## config.mk

```make
export PLATFORM = sky130hd
export DESIGN_NAME = as_sdc_initiator
export DESIGN_NICKNAME = d
export VERILOG_FILES = /design/src/rtl/as_sdc_initiator.sv
export SDC_FILE = /design/constraint.sdc
export NUM_CORES = 1
export LEC_CHECK = 0
export ABC_CLOCK_PERIOD_IN_PS = 3400
export CORE_ASPECT_RATIO = 0.9
export CORE_MARGIN = 2
export CORE_UTILIZATION = 60
export CTS_CLUSTER_SIZE = 8
export DETAILED_ROUTE_END_ITERATION = 8
export GPL_TIMING_DRIVEN = 0
export HOLD_SLACK_MARGIN = 0.15
export PLACE_DENSITY_LB_ADDON = 0.2
export SLEW_MARGIN = 5
export SYNTH_ARGS = -nofsm -noshare
export SYNTH_HDL_FRONTEND = slang
export SYNTH_SLANG_ARGS = --single-unit
```

## constraint.sdc

```tcl
create_clock -name clk -period 3.4 [get_ports clk]
set_input_delay 0.34 -clock clk [delete_from_list [all_inputs] [get_ports clk]]
set_output_delay 0.34 -clock clk [all_outputs]
set_load 0.01 [all_outputs]
```

## src/rtl/as_sdc_initiator.sv

```systemverilog
// ---------------------------------------------------------------------------
// as_sdc_initiator
//
// Autonomous-system side of the shutdown-circuit (SDC) closing interface.
// Turns the AS computer heartbeat into a toggling Watchdog feed, sequences
// the AS_close_SDC request once the SDC logic reports ready, supervises the
// relay feedback, and latches a fault code on any protocol violation.
//
// Ports:
//   clk               in   system clock, all inputs synchronous to it
//   Power_on_Reset    in   asynchronous active-high reset
//   AS_Heartbeat      in   one-cycle heartbeat pulse from the AS computer
//   AS_Close_Request  in   level, AS requests SDC closure
//   AS_Open_Request   in   level, AS requests return to IDLE
//   Fault_Clear       in   pulse, clears a latched fault (FAULT state only)
//   SDC_is_Ready      in   ready indication from the SDC logic
//   To_SDC_relais_fb  in   SDC relay drive feedback
//   Watchdog          out  watchdog square-wave feed
//   AS_close_SDC      out  close request to the SDC logic
//   State             out  FSM state (0 IDLE,1 WAIT_READY,2 CLOSING,3 CLOSED,4 FAULT)
//   SDC_Fault         out  latched fault flag
//   Fault_Code        out  latched fault cause (1 ready timeout, 2 relay
//                          timeout, 3 relay drop, 4 heartbeat lost)
// ---------------------------------------------------------------------------
module as_sdc_initiator #(
   parameter int unsigned WD_HALF_PERIOD = 500,
   parameter int unsigned HB_TIMEOUT     = 2000,
   parameter int unsigned READY_DEBOUNCE = 16,
   parameter int unsigned CLOSE_TIMEOUT  = 1000,
   parameter int unsigned CNT_W          = 16
) (
   input  logic       clk,
   input  logic       Power_on_Reset,
   input  logic       AS_Heartbeat,
   input  logic       AS_Close_Request,
   input  logic       AS_Open_Request,
   input  logic       Fault_Clear,
   input  logic       SDC_is_Ready,
   input  logic       To_SDC_relais_fb,
   output logic       Watchdog,
   output logic       AS_close_SDC,
   output logic [2:0] State,
   output logic       SDC_Fault,
   output logic [2:0] Fault_Code
);

   typedef enum logic [2:0] {
      ST_IDLE       = 3'd0,
      ST_WAIT_READY = 3'd1,
      ST_CLOSING    = 3'd2,
      ST_CLOSED     = 3'd3,
      ST_FAULT      = 3'd4
   } state_t;

   typedef enum logic [2:0] {
      FC_NONE       = 3'd0,
      FC_READY_TO   = 3'd1,
      FC_RELAY_TO   = 3'd2,
      FC_RELAY_DROP = 3'd3,
      FC_HB_LOST    = 3'd4
   } fault_t;

   localparam logic [CNT_W-1:0] C_HB_MAX   = CNT_W'(HB_TIMEOUT);
   localparam logic [CNT_W-1:0] C_WD_LAST  = CNT_W'(WD_HALF_PERIOD - 1);
   localparam logic [CNT_W-1:0] C_RDY_LAST = CNT_W'(READY_DEBOUNCE - 1);
   localparam logic [CNT_W-1:0] C_TO_LAST  = CNT_W'(CLOSE_TIMEOUT - 1);
   localparam logic [CNT_W-1:0] C_CNT_MAX  = '1;

   state_t           r_state;
   fault_t           r_code;
   logic [CNT_W-1:0] r_hb_cnt;
   logic [CNT_W-1:0] r_wd_cnt;
   logic [CNT_W-1:0] r_st_cnt;
   logic [CNT_W-1:0] r_rdy_cnt;
   logic             r_watchdog;
   logic             r_close;
   logic             r_fault;

   state_t           w_next_state;
   fault_t           w_next_code;
   logic             w_hb_ok;
   logic             w_wd_run;
   logic             w_timeout;
   logic             w_rdy_hit;

   assign w_hb_ok   = (r_hb_cnt < C_HB_MAX);
   assign w_wd_run  = w_hb_ok && (r_state != ST_FAULT);
   assign w_timeout = (r_st_cnt >= C_TO_LAST);
   assign w_rdy_hit = SDC_is_Ready && (r_rdy_cnt >= C_RDY_LAST);

   // -----------------------------------------------------------------------
   // Heartbeat supervision. Starts saturated so the heartbeat only counts as
   // present once the first pulse has been seen after reset.
   // -----------------------------------------------------------------------
   // NOTE: sequential state is written with non-blocking assignments only, so
   // every register samples pre-edge values regardless of block ordering.
   always_ff @(posedge clk or posedge Power_on_Reset) begin
      if (Power_on_Reset) begin
         r_hb_cnt <= C_HB_MAX;
      end else if (AS_Heartbeat) begin
         r_hb_cnt <= '0;
      end else if (r_hb_cnt < C_HB_MAX) begin
         r_hb_cnt <= r_hb_cnt + 1'b1;
      end
   end

   // -----------------------------------------------------------------------
   // Watchdog square wave. Restarting from wd_cnt=0 with Watchdog=0 makes the
   // first rising edge land exactly one half-period after the restart.
   // -----------------------------------------------------------------------
   always_ff @(posedge clk or posedge Power_on_Reset) begin
      if (Power_on_Reset) begin
         r_wd_cnt   <= '0;
         r_watchdog <= 1'b0;
      end else if (!w_wd_run) begin
         r_wd_cnt   <= '0;
         r_watchdog <= 1'b0;
      end else if (r_wd_cnt == C_WD_LAST) begin
         r_wd_cnt   <= '0;
         r_watchdog <= ~r_watchdog;
      end else begin
         r_wd_cnt   <= r_wd_cnt + 1'b1;
      end
   end

   // -----------------------------------------------------------------------
   // Next-state logic. Priority inside the active states: heartbeat loss,
   // then timeout / relay drop, then open request, then normal progress.
   // -----------------------------------------------------------------------
   // NOTE: every signal driven here gets a default first, so no path through
   // the case statement can leave a value unassigned and infer a latch.
   always_comb begin
      w_next_state = r_state;
      w_next_code  = FC_NONE;
      case (r_state)
         ST_IDLE: begin
            if (AS_Close_Request && w_hb_ok) begin
               w_next_state = ST_WAIT_READY;
            end
         end
         ST_WAIT_READY: begin
            if (!w_hb_ok) begin
               w_next_state = ST_FAULT;
               w_next_code  = FC_HB_LOST;
            end else if (w_timeout) begin
               w_next_state = ST_FAULT;
               w_next_code  = FC_READY_TO;
            end else if (AS_Open_Request || !AS_Close_Request) begin
               w_next_state = ST_IDLE;
            end else if (w_rdy_hit) begin
               w_next_state = ST_CLOSING;
            end
         end
         ST_CLOSING: begin
            if (!w_hb_ok) begin
               w_next_state = ST_FAULT;
               w_next_code  = FC_HB_LOST;
            end else if (w_timeout) begin
               w_next_state = ST_FAULT;
               w_next_code  = FC_RELAY_TO;
            end else if (AS_Open_Request) begin
               w_next_state = ST_IDLE;
            end else if (To_SDC_relais_fb) begin
               w_next_state = ST_CLOSED;
            end
         end
         ST_CLOSED: begin
            if (!w_hb_ok) begin
               w_next_state = ST_FAULT;
               w_next_code  = FC_HB_LOST;
            end else if (!To_SDC_relais_fb && !AS_Open_Request) begin
               w_next_state = ST_FAULT;
               w_next_code  = FC_RELAY_DROP;
            end else if (AS_Open_Request) begin
               w_next_state = ST_IDLE;
            end
         end
         ST_FAULT: begin
            if (Fault_Clear && !AS_Close_Request && w_hb_ok) begin
               w_next_state = ST_IDLE;
            end
         end
         default: begin
            w_next_state = ST_IDLE;
         end
      endcase
   end

   // -----------------------------------------------------------------------
   // State register, per-state counters and registered outputs. Outputs are
   // decoded from the next state so they change on the same edge as State.
   // -----------------------------------------------------------------------
   always_ff @(posedge clk or posedge Power_on_Reset) begin
      if (Power_on_Reset) begin
         r_state   <= ST_IDLE;
         r_st_cnt  <= '0;
         r_rdy_cnt <= '0;
         r_close   <= 1'b0;
         r_fault   <= 1'b0;
         r_code    <= FC_NONE;
      end else begin
         r_state <= w_next_state;

         if (w_next_state != r_state) begin
            r_st_cnt <= '0;
         end else if (r_st_cnt != C_CNT_MAX) begin
            r_st_cnt <= r_st_cnt + 1'b1;
         end

         // Ready debounce only accumulates while staying in WAIT_READY.
         if ((r_state == ST_WAIT_READY) && (w_next_state == ST_WAIT_READY)
             && SDC_is_Ready) begin
            if (r_rdy_cnt != C_CNT_MAX) begin
               r_rdy_cnt <= r_rdy_cnt + 1'b1;
            end
         end else begin
            r_rdy_cnt <= '0;
         end

         r_close <= (w_next_state == ST_CLOSING);
         r_fault <= (w_next_state == ST_FAULT);

         // The cause is captured on entry to FAULT and frozen until it leaves.
         if ((r_state != ST_FAULT) && (w_next_state == ST_FAULT)) begin
            r_code <= w_next_code;
         end else if (w_next_state != ST_FAULT) begin
            r_code <= FC_NONE;
         end
      end
   end

   assign Watchdog     = r_watchdog;
   assign AS_close_SDC = r_close;
   assign State        = r_state;
   assign SDC_Fault    = r_fault;
   assign Fault_Code   = r_code;

endmodule

```

==> flow_metrics.py, run 1 <==
metrics = {
    "outcome": {
        "run_status": "finished clean",
    },
    "critical_path": {
        "worst_path_largest_cell_delay_ps": 550,
        "regToRegStartpoint": "r_rdy_cnt[7]",
        "worst_case_reg_to_reg_path_depth": 7,
        "r2r_slack_ps": 650,
        "end_kind": "flop",
        "crit_slowest_cell": "or4_1",
        "crit_arrival_ps": 3020,
        "critical_path.startpoint_type": "flop",
        "required_ps": 3670,
        "crit_path_cell_trace": "or4_1 > o41ai_2 > nor4b_4 > nor2_2 > a2111o_1 > buf_6 > nor2_1",
        "worstPathMaxFanout": 10,
        "rr_endpoint": "r_st_cnt[11]",
        "critPathKind": "flop to flop",
    },
    "cts": {
        "clk-insertion-delay-late_ps": 340,
        "cts_num_sinks": 73,
        "clk_root_buffer_cell": "clkbuf_8",
        "postCtsHoldBufs": 0,
        "cts.path.max_buffers": 2,
        "cts_buffers": 9,
        "clock_transition_at_path_regs_ps": 80,
        "htreeDepth": 3,
        "cts_tree": "done",
        "cts_setup_buffers": 0,
        "ctsResizeCount": 0,
    },
    "grt": {
        "first_global_vias": 2590,
        "global_route.overflow_total": 0,
        "grt.total_usage": 0.2213,
        "grt_max_degree": 66,
        "first_pass_grt_wire_length_mm": 11.34,
        "antenna_violations_before_repair": 0,
        "grt.met3_usage": 0.06501,
        "grt.met2_usage": 0.3619,
        "grt_most_used_layer": "met2",
        "global_route.usage.met1": 0.2798,
    },
    "power": {
        "internal-power_mw": 1.404,
        "power.share.sequential": 0.521,
        "report.power.total_mw": 1.956,
        "power.static_leakage_nw": 1.779,
        "power.share.clock": 0.327,
        "sw_frac_of_total": 0.2821,
        "ir_worst_vdd_v": 0.0004005,
        "pwr_density_cell_nw_per_um2": 491.7,
        "power.combinational.fraction": 0.151,
        "power.switching_mw": 0.5516,
    },
    "logic_synthesis": {
        "ys_dominant_reg_cell": "dfrtp_1",
        "yosys.cell_types.count": 45,
        "synthesis.instances": 350,
        "number_of_warnings_issued_by_yosys": 0,
        "share_of_the_yosys_chip_area_belonging_to_registers": 0.5291,
        "syn-mean-instance-area_um2": 9.906,
        "synth_edf_count": 0,
        "postSynthRegisterBits": 73,
        "netlist_area_um2": 3467,
        "synth_async_sr_flop_share": 1.000,
    },
    "placed_design": {
        "place.port_buffers": 16,
        "gpl.final_weighted_congestion": 0.8623,
        "dp.cells": 448,
        "placement.setup.worst_slack_ps": 681.6,
        "dp.final_hpwl_mm": 4.595,
    },
    "hold_path": {
        "min_path_type": "input port to asynchronous set/reset pin",
    },
    "detailed_routing": {
        "drtPass1Iterations": 4,
        "postRouteAntennaNets": 0,
        "wire_per_inst_um": 13.92,
        "vias_per_cell": 5.575,
        "remaining_drc_errors": 0,
        "totalWireLength_mm": 6.457,
        "drt_first_iter_violations": 222,
        "dr_total_vias": 2587,
    },
    "cells_and_area": {
        "postLayoutCoreUtil": 0.7068,
        "num_antenna_cells": 0,
        "final_cell_count_no_fill": 464,
        "synthToLayoutAreaGrowth_pct": 14.72,
        "ratio_of_cells_with_drive_above_1_in_the_final_layout": 0.08122,
        "fin_nets": 401,
    },
    "sta": {
        "unrepaired_setup_endpoints_after_global_routing": "false",
        "worstMarginPinSlew_ps": 657.9,
        "timing.final.crit_share": 0.8099,
        "fmax_mhz": 363.1,
        "finalHoldViolations": 0,
        "setup_viol_count_final": 0,
        "finalClockSkew_ps": 12.16,
        "slew_violations": 0,
        "max_slew_margin": 0.5501,
        "fin_crit_ps": 2754,
        "final_setup_tns_ps": 0,
        "postLayoutSetupSlackWorst_ps": 646.2,
    },
    "floorplan": {
        "design.core.area_um2": 5628,
        "start_util": 0.6161,
        "floorplan.die_area_um2": 6404,
        "die_height_um": 76.12,
        "placement_rows": 26,
        "chipWidth_um": 84.13,
        "io_pins": 17,
    },
    "run": {
        "drv_cap": 0,
    },
}
==> power groups by stage <==
stage | clock network, mW | logic (mW) | registers, mW
after floorplan | 0 | 0.224 | 1.02
after global placement | 0 | 0.284 | 1.03
after detailed placement | 0 | 0.298 | 1.03
after CTS | 0.660 | 0.299 | 1.02
after global routing | 0.701 | 0.336 | 1.03
final | 0.640 | 0.296 | 1.02
==> state kept, by name, summed over array words and instances, names as in the netlist <==
name,count
SDC_Fault,1
r_rdy_cnt,16
Fault_Code,3
AS_close_SDC,1
r_st_cnt,16
State,3
r_hb_cnt,16
Watchdog,1
r_wd_cnt,16
==> logic make-up (layout without fill, tap and decap cells) <==
family | after synthesis | after routing | share of synthesized area
buffers and inverters | 17 | 50 | 0.02057
other | 1 | 12 | 0.001082
DFF | 73 | 73 | 0.5291
and+or+nand+nor | 171 | 171 | 0.2396
adders and majority gates | 4 | 4 | 0.01444
AOI/OAI and AO/OA | 42 | 42 | 0.08806
muxes | 3 | 3 | 0.008661
xor gates and xnor gates | 39 | 39 | 0.09852
==> per-stage QoR <==
stage / hold WS, ps / instance area (µm²)
CTS: 233.8 / 3978
floorplan: 403.1 / 3508
global placement: 477.3 / 3756
finish: 243.9 / 3978
detailed placement: 480.8 / 3786
global route: 241.9 / 3978
==> synthesized netlist by cell type (4+ instances only) <==
master     n  area share
nor2b_1    8       0.014
ha_1       4       0.014
a21oi_1    6      0.0087
nand3_1   18       0.026
o21ai_0    8       0.012
nand2_1   29       0.031
xor2_1    19       0.048
xnor2_1   20       0.051
or2_2      5      0.0090
a211oi_1   4      0.0087
clkbuf_1   7      0.0076
and3_1     7       0.013
nor2_1    68       0.074
nor3_1     6      0.0087
dfstp_2    6       0.045
inv_1      7      0.0076
dfrtp_1   67        0.48
a31oi_1    5      0.0090
nand4_1   13       0.023
==> routing by layer <==
layer | share of wire | vias to the layer above
li1 | - | 1281
met1 | 0.45 | 1240
met2 | 0.48 | 55
met3 | 0.055 | 11
met4 | 0.013 | 0
met5 | 0 | -
==> worst max-delay path: cells and delay by family, from the launching register on <==
family,cells,cell delay (ps)
AND/OR/NAND/NOR,4,1060
flip-flops,1,380
AO/OA/AOI/OAI,2,1030
buffers and inverters,1,190
==> layout make-up <==
cell class	instances	area, µm²
plain buffers	10	45.04
clock buffers	13	168.9
clock inverters	3	22.52
fillers	434	1650
inverters	7	28.78
multi-input cells	271	1603
flip-flops and latches	73	1834
well taps	70	87.58
repair buffers	17	187.7
==> how the worst max path moves through the flow <==
| stage | start | to | slack, ps | depth (start not counted) |
|---|---|---|---|---|
| after floorplan | r_rdy_cnt[7] | r_st_cnt[0] | 1050 | 7 |
| after global placement | Power_on_Reset | r_hb_cnt[5] | 120 | 2 |
| after detailed placement | r_rdy_cnt[7] | r_st_cnt[11] | 680 | 7 |
| after CTS | r_rdy_cnt[7] | r_st_cnt[11] | 650 | 7 |
| after global routing | r_rdy_cnt[7] | r_st_cnt[8] | 570 | 7 |
| final | r_rdy_cnt[7] | r_st_cnt[11] | 650 | 7 |
==> placed cells by master (no fill, tap or decap), types with 12 or more instances in the layout <==
cell type / n
nor2_1: 68
conb_1: 12
clkdlybuf4s50_1: 16
clkbuf_8: 12
dfrtp_1: 67
nand4_1: 13
xor2_1: 19
nand3_1: 18
nand2_1: 29
xnor2_1: 20
Power figures use the tool's default switching activity.
==> run 2: changes to the inputs <==
--- a/config.mk
+++ b/config.mk
@@ -5,10 +5,10 @@
 export SDC_FILE = /design/constraint.sdc
 export NUM_CORES = 1
 export LEC_CHECK = 0
-export ABC_CLOCK_PERIOD_IN_PS = 3400
+export ABC_CLOCK_PERIOD_IN_PS = 2260
 export CORE_ASPECT_RATIO = 0.9
 export CORE_MARGIN = 2
-export CORE_UTILIZATION = 60
+export CORE_UTILIZATION = 54
 export CTS_CLUSTER_SIZE = 8
 export DETAILED_ROUTE_END_ITERATION = 8
 export GPL_TIMING_DRIVEN = 0
==> constraint.sdc (replaced) <==
create_clock -name clk -period 2.26 [get_ports clk]
set_input_delay 0.226 -clock clk [delete_from_list [all_inputs] [get_ports clk]]
set_output_delay 0.226 -clock clk [all_outputs]
set_load 0.01 [all_outputs]
==> run 2 against run 1 <==
Against the previous run: the flow now finishes with violations (setup timing); fmax increased by 6.8%; count of clock-buffer cells in the layout decreased by 4; largest cell class unchanged; setup slack worse by 960 ps; sequential power rose by 51%; clock power grew 80%; via count decreased by 0.70%; global-route usage down 0.33 points; wire length increased by 5.1%; worst hold slack got worse by 83 ps; critical endpoint is now r_st_cnt[14]; non-clock buffer count increased by 7.
==> flow_metrics.py, run 2 (same netlist as run 1, synthesis figures left out) <==
metrics = {
    "outcome": {
        "run_status": "finished, violations left",
        "failed_checks": "setup timing",
    },
    "run": {
        "drv_cap": 0,
    },
    "sta": {
        "worstMarginPinSlew_ps": 580.6,
        "unrepaired_setup_endpoints_after_global_routing": "true",
        "timing.final.crit_share": 1.141,
        "setup_viol_count_final": 20,
        "slew_violations": 0,
        "fmax_mhz": 387.9,
        "finalClockSkew_ps": 9.257,
        "final_setup_tns_ps": -5594,
        "finalHoldViolations": 0,
        "max_slew_margin": 0.6100,
        "fin_crit_ps": 2578,
        "postLayoutSetupSlackWorst_ps": -317.8,
    },
    "detailed_routing": {
        "drtPass1Iterations": 4,
        "remaining_drc_errors": 0,
        "vias_per_cell": 5.264,
        "postRouteAntennaNets": 0,
        "drt_first_iter_violations": 135,
        "wire_per_inst_um": 13.91,
        "totalWireLength_mm": 6.787,
        "dr_total_vias": 2569,
    },
    "cts": {
        "cts_tree": "done",
        "cts_num_sinks": 73,
        "clk_root_buffer_cell": "clkbuf_8",
        "cts.path.max_buffers": 2,
        "clk-insertion-delay-late_ps": 350,
        "htreeDepth": 3,
        "clock_transition_at_path_regs_ps": 80,
        "cts_buffers": 9,
    },
    "placed_design": {
        "placement.cell_area_um2": 3807,
        "dp.final_hpwl_mm": 4.583,
        "gpl.final_weighted_congestion": 0.8443,
        "dp.cells": 465,
        "place.port_buffers": 16,
    },
    "power": {
        "pwr_density_cell_nw_per_um2": 769.4,
        "report.power.total_mw": 3.210,
        "power.static_leakage_nw": 1.848,
        "ir_worst_vdd_v": 0.0006292,
    },
    "critical_path": {
        "critPathKind": "flop to flop",
        "required_ps": 2540,
        "crit_arrival_ps": 2860,
        "critical_path.startpoint_type": "flop",
        "end_kind": "flop",
        "worstPathMaxFanout": 7,
        "worst_path_largest_cell_delay_ps": 550,
        "crit_slowest_cell": "or4_4",
        "crit_path_cell_trace": "or4_4 > o41ai_4 > nor4b_4 > nor2_2 > a2111o_2 > buf_6 > nor2_1",
    },
    "cells_and_area": {
        "num_antenna_cells": 0,
        "final_cell_count_no_fill": 488,
        "postLayoutCoreUtil": 0.6785,
        "ratio_of_cells_with_drive_above_1_in_the_final_layout": 0.1421,
        "mostFrequentLayoutCell": "dfrtp_1",
        "fin_nets": 408,
        "synthToLayoutAreaGrowth_pct": 20.32,
        "layout.cell_area.non_filler_um2": 4172,
        "most-common-layout-cells": "dfrtp_1, nor2_1, nand2_1",
    },
    "floorplan": {
        "floorplan.die_area_um2": 7078,
        "chipWidth_um": 88.46,
        "start_util": 0.5639,
        "design.core.area_um2": 6148,
        "io_pins": 17,
        "die_height_um": 80.02,
        "placement_rows": 27,
    },
    "grt": {
        "first_pass_grt_wire_length_mm": 11.76,
        "global_route.overflow_total": 0,
        "grt.total_usage": 0.2180,
        "first_global_vias": 2621,
        "antenna_violations_before_repair": 0,
        "grt_max_degree": 57,
    },
    "hold_path": {
        "min_path_type": "input port to asynchronous set/reset pin",
    },
}
[run 2: worst max-delay path, delay by kind of cell (launching register included)]
family | cells | cell delay [ps]
simple gates | 4 | 1010
flops | 1 | 390
compound gates | 2 | 940
buf+inv | 1 | 170
[run 2: metrics by stage]
stage | setup slack [ps] | hold slack [ps]
floorplan | -44.72 | 289.1
global placement | -930.0 | 474.1
detailed placement | -435.4 | 478.8
CTS | -385.7 | 160.5
global route | -396.2 | 173.8
finish | -317.8 | 160.6
[run 2: layout make-up]
class / instances / area [µm²]
Clock inverter: 7 / 101.3
Timing Repair Buffer: 24 / 251.5
Buffer: 10 / 50.05
Multi-Input combinational cell: 271 / 1673
Fill cell: 513 / 1977
Clock buffer: 9 / 123.9
Inverter: 7 / 28.78
Tap cell: 87 / 108.9
Sequential cell: 73 / 1834
[run 2: power breakdown]
group	switching, mW	internal, mW	leakage (nW)
Sequential	0.120	1.42	0.950
Clock	0.515	0.631	0.106
Combinational	0.286	0.238	0.792
Total	0.921	2.29	1.85
[run 2: path summary, 6_finish.rpt]
check / slack [ps] / endpoint / depth (start not counted) / startpoint
max in group asynchronous: 1510 / r_hb_cnt[6] / 3 / Power_on_Reset
min in group clk: 480 / r_wd_cnt[0] / 1 / r_wd_cnt[0]
setup reg to reg: -320 / r_st_cnt[14] / 7 / r_rdy_cnt[14]
setup / recovery: -320 / r_st_cnt[14] / 7 / r_rdy_cnt[14]
hold / removal: 160 / r_st_cnt[8] / 2 / Power_on_Reset
hold reg to reg: 480 / r_wd_cnt[0] / 1 / r_wd_cnt[0]
[run 2: layer usage]
metal / global-route usage / part of all wire / vias up
met5: 0 / 0 / -
met1: 0.2740 / 0.46 / 1224
met2: 0.3541 / 0.49 / 44
li1: - / - / 1297
met4: 0.06515 / 0.010 / 0
met3: 0.07653 / 0.041 / 4
[run 2: timing repair]
item,4_1_cts,5_1_grt
gates cloned,1,0
resized for setup,12,16
pin swaps,19,8
hold buffers,0,0
endpoints found under the setup margin,35,37
setup buffers,5,2
==> run 3: changes to the inputs <==
--- a/config.mk
+++ b/config.mk
@@ -14,6 +14,7 @@
 export GPL_TIMING_DRIVEN = 0
 export HOLD_SLACK_MARGIN = 0.15
 export PLACE_DENSITY_LB_ADDON = 0.2
+export SKIP_CTS_REPAIR_TIMING = 1
 export SLEW_MARGIN = 5
 export SYNTH_ARGS = -nofsm -noshare
 export SYNTH_HDL_FRONTEND = slang
==> run 3 against run 2 <==
Against the previous run: highest routed layer unchanged; critical endpoint is now r_st_cnt[8]; sequential cell count unchanged; combinational power is 4.2% lower; sequential power about the same; the run still ends with setup timing left; count of clock-buffer cells in the layout did not move; largest power group unchanged.
==> flow_metrics.py, run 3 (same netlist as run 1, synthesis figures left out) <==
metrics = {
    "placed_design": {
        "dp.final_hpwl_mm": 4.583,
        "placement.cell_area_um2": 3807,
        "gpl.final_weighted_congestion": 0.8443,
        "place.port_buffers": 16,
    },
    "cells_and_area": {
        "mostFrequentLayoutCell": "dfrtp_1",
        "most-common-layout-cells": "dfrtp_1, nor2_1, nand2_1",
        "postLayoutCoreUtil": 0.6738,
        "layout.cell_area.non_filler_um2": 4143,
        "fin_nets": 405,
        "synthToLayoutAreaGrowth_pct": 19.49,
        "ratio_of_cells_with_drive_above_1_in_the_final_layout": 0.1307,
        "num_antenna_cells": 0,
    },
    "cts": {
        "cts.path.max_buffers": 2,
        "cts_buffers": 9,
        "htreeDepth": 3,
        "clk_root_buffer_cell": "clkbuf_8",
        "cts_tree": "done",
        "clk-insertion-delay-late_ps": 350,
        "cts_num_sinks": 73,
        "clock_transition_at_path_regs_ps": 80,
    },
    "power": {
        "ir_worst_vdd_v": 0.0006295,
        "power.combinational.fraction": 0.157,
        "power.switching_mw": 0.9178,
        "internal-power_mw": 2.270,
        "power.static_leakage_nw": 1.828,
        "pwr_density_cell_nw_per_um2": 769.6,
        "power.share.sequential": 0.483,
        "report.power.total_mw": 3.188,
        "sw_frac_of_total": 0.2879,
        "power.share.clock": 0.360,
    },
    "floorplan": {
        "chipWidth_um": 88.46,
        "io_pins": 17,
        "die_height_um": 80.02,
        "design.core.area_um2": 6148,
        "placement_rows": 27,
        "floorplan.die_area_um2": 7078,
        "start_util": 0.5639,
    },
    "detailed_routing": {
        "wire_per_inst_um": 13.76,
        "totalWireLength_mm": 6.672,
        "drtPass1Iterations": 4,
        "vias_per_cell": 5.289,
        "dr_total_vias": 2565,
        "drt_first_iter_violations": 99,
        "remaining_drc_errors": 0,
        "postRouteAntennaNets": 0,
    },
    "grt": {
        "grt.total_usage": 0.2107,
        "global_route.overflow_total": 0,
        "first_pass_grt_wire_length_mm": 11.38,
        "first_global_vias": 2569,
        "antenna_violations_before_repair": 0,
        "grt_max_degree": 57,
    },
    "sta": {
        "finalHoldViolations": 0,
        "setup_viol_count_final": 20,
        "worstMarginPinSlew_ps": 582.6,
        "fmax_mhz": 376.7,
        "max_slew_margin": 0.6086,
        "final_setup_tns_ps": -6079,
        "finalClockSkew_ps": 9.465,
        "timing.final.crit_share": 1.175,
        "unrepaired_setup_endpoints_after_global_routing": "true",
        "postLayoutSetupSlackWorst_ps": -394.4,
        "slew_violations": 0,
        "fin_crit_ps": 2654,
    },
    "outcome": {
        "run_status": "finished, violations left",
        "failed_checks": "setup timing",
    },
    "critical_path": {
        "crit_slowest_cell": "a2111o_1",
        "crit_path_cell_trace": "or4_4 > o41ai_4 > nor4b_4 > nor2_2 > a2111o_1 > buf_6 > nor2_4",
        "required_ps": 2550,
        "worstPathMaxFanout": 8,
        "crit_arrival_ps": 2940,
        "critical_path.startpoint_type": "flop",
        "end_kind": "flop",
        "r2r_slack_ps": -390,
        "critPathKind": "flop to flop",
        "worst_path_largest_cell_delay_ps": 560,
    },
    "run": {
        "drv_cap": 0,
    },
    "hold_path": {
        "min_path_type": "input port to asynchronous set/reset pin",
    },
}
-- run 3: cell types whose count changed in the layout (fill, tap and decap cells not counted) --
cell      delta
a211oi_1     +2
a2111o_1     +1
a211oi_2     -2
nor2_4       +2
nor2_1       -1
nor2_2       -1
a2111o_2     -1
buf_6        -2
buf_4        -1
-- run 3: worst paths after layout --
check / depth (start not counted) / startpoint / end
min reg2reg: 1 / r_wd_cnt[0] / r_wd_cnt[0]
min in group clk: 1 / r_wd_cnt[0] / r_wd_cnt[0]
min: 2 / Power_on_Reset / r_st_cnt[8]
max in group asynchronous: 3 / Power_on_Reset / r_hb_cnt[6]
max: 7 / r_rdy_cnt[11] / r_st_cnt[8]
max reg2reg: 7 / r_rdy_cnt[11] / r_st_cnt[8]
-- run 3: area by class of cell --
cell class | count | area (µm²)
inverters | 7 | 28.78
multi-input cells | 271 | 1674
flip-flops and latches | 73 | 1834
plain buffers | 10 | 50.05
fillers | 516 | 2006
clock inverters | 7 | 101.3
well taps | 87 | 108.9
clock buffers | 9 | 123.9
repair buffers | 21 | 221.5
-- run 3: power groups by stage --
stage,logic (mW),clock network (mW),registers [mW]
final,0.502,1.15,1.54
after global routing,0.568,1.23,1.56
after CTS,0.454,1.18,1.54
after detailed placement,0.454,0,1.56
after global placement,0.430,0,1.55
after floorplan,0.337,0,1.54
-- run 3: critical path: cells and delay by family, from the launching register on --
kind / cells / cell delay [ps]
flip-flops: 1 / 390
buffers and inverters: 1 / 210
AO/OA/AOI/OAI: 2 / 970
AND/OR/NAND/NOR: 4 / 1010
-- run 3: metal layers --
| metal | wire, µm | share of wire | vias to the layer above | track usage |
|---|---|---|---|---|
| met5 | 0 | 0 | - | 0 |
| met4 | 93 | 0.014 | 0 | 0.06061 |
| met3 | 304 | 0.046 | 8 | 0.07239 |
| met2 | 3276 | 0.49 | 53 | 0.3376 |
| met1 | 2998 | 0.45 | 1215 | 0.2713 |
| li1 | - | - | 1289 | - |
-- run 3: per-stage QoR --
stage | hold slack [ps] | worst slack [ps] | std cells
finish | 161.2 | -394.4 | 485
global route | 173.8 | -481.7 | 485
CTS | 160.5 | -452.0 | 481
detailed placement | 478.8 | -435.4 | 465
global placement | 474.1 | -930.0 | 464
floorplan | 289.1 | -44.72 | 361
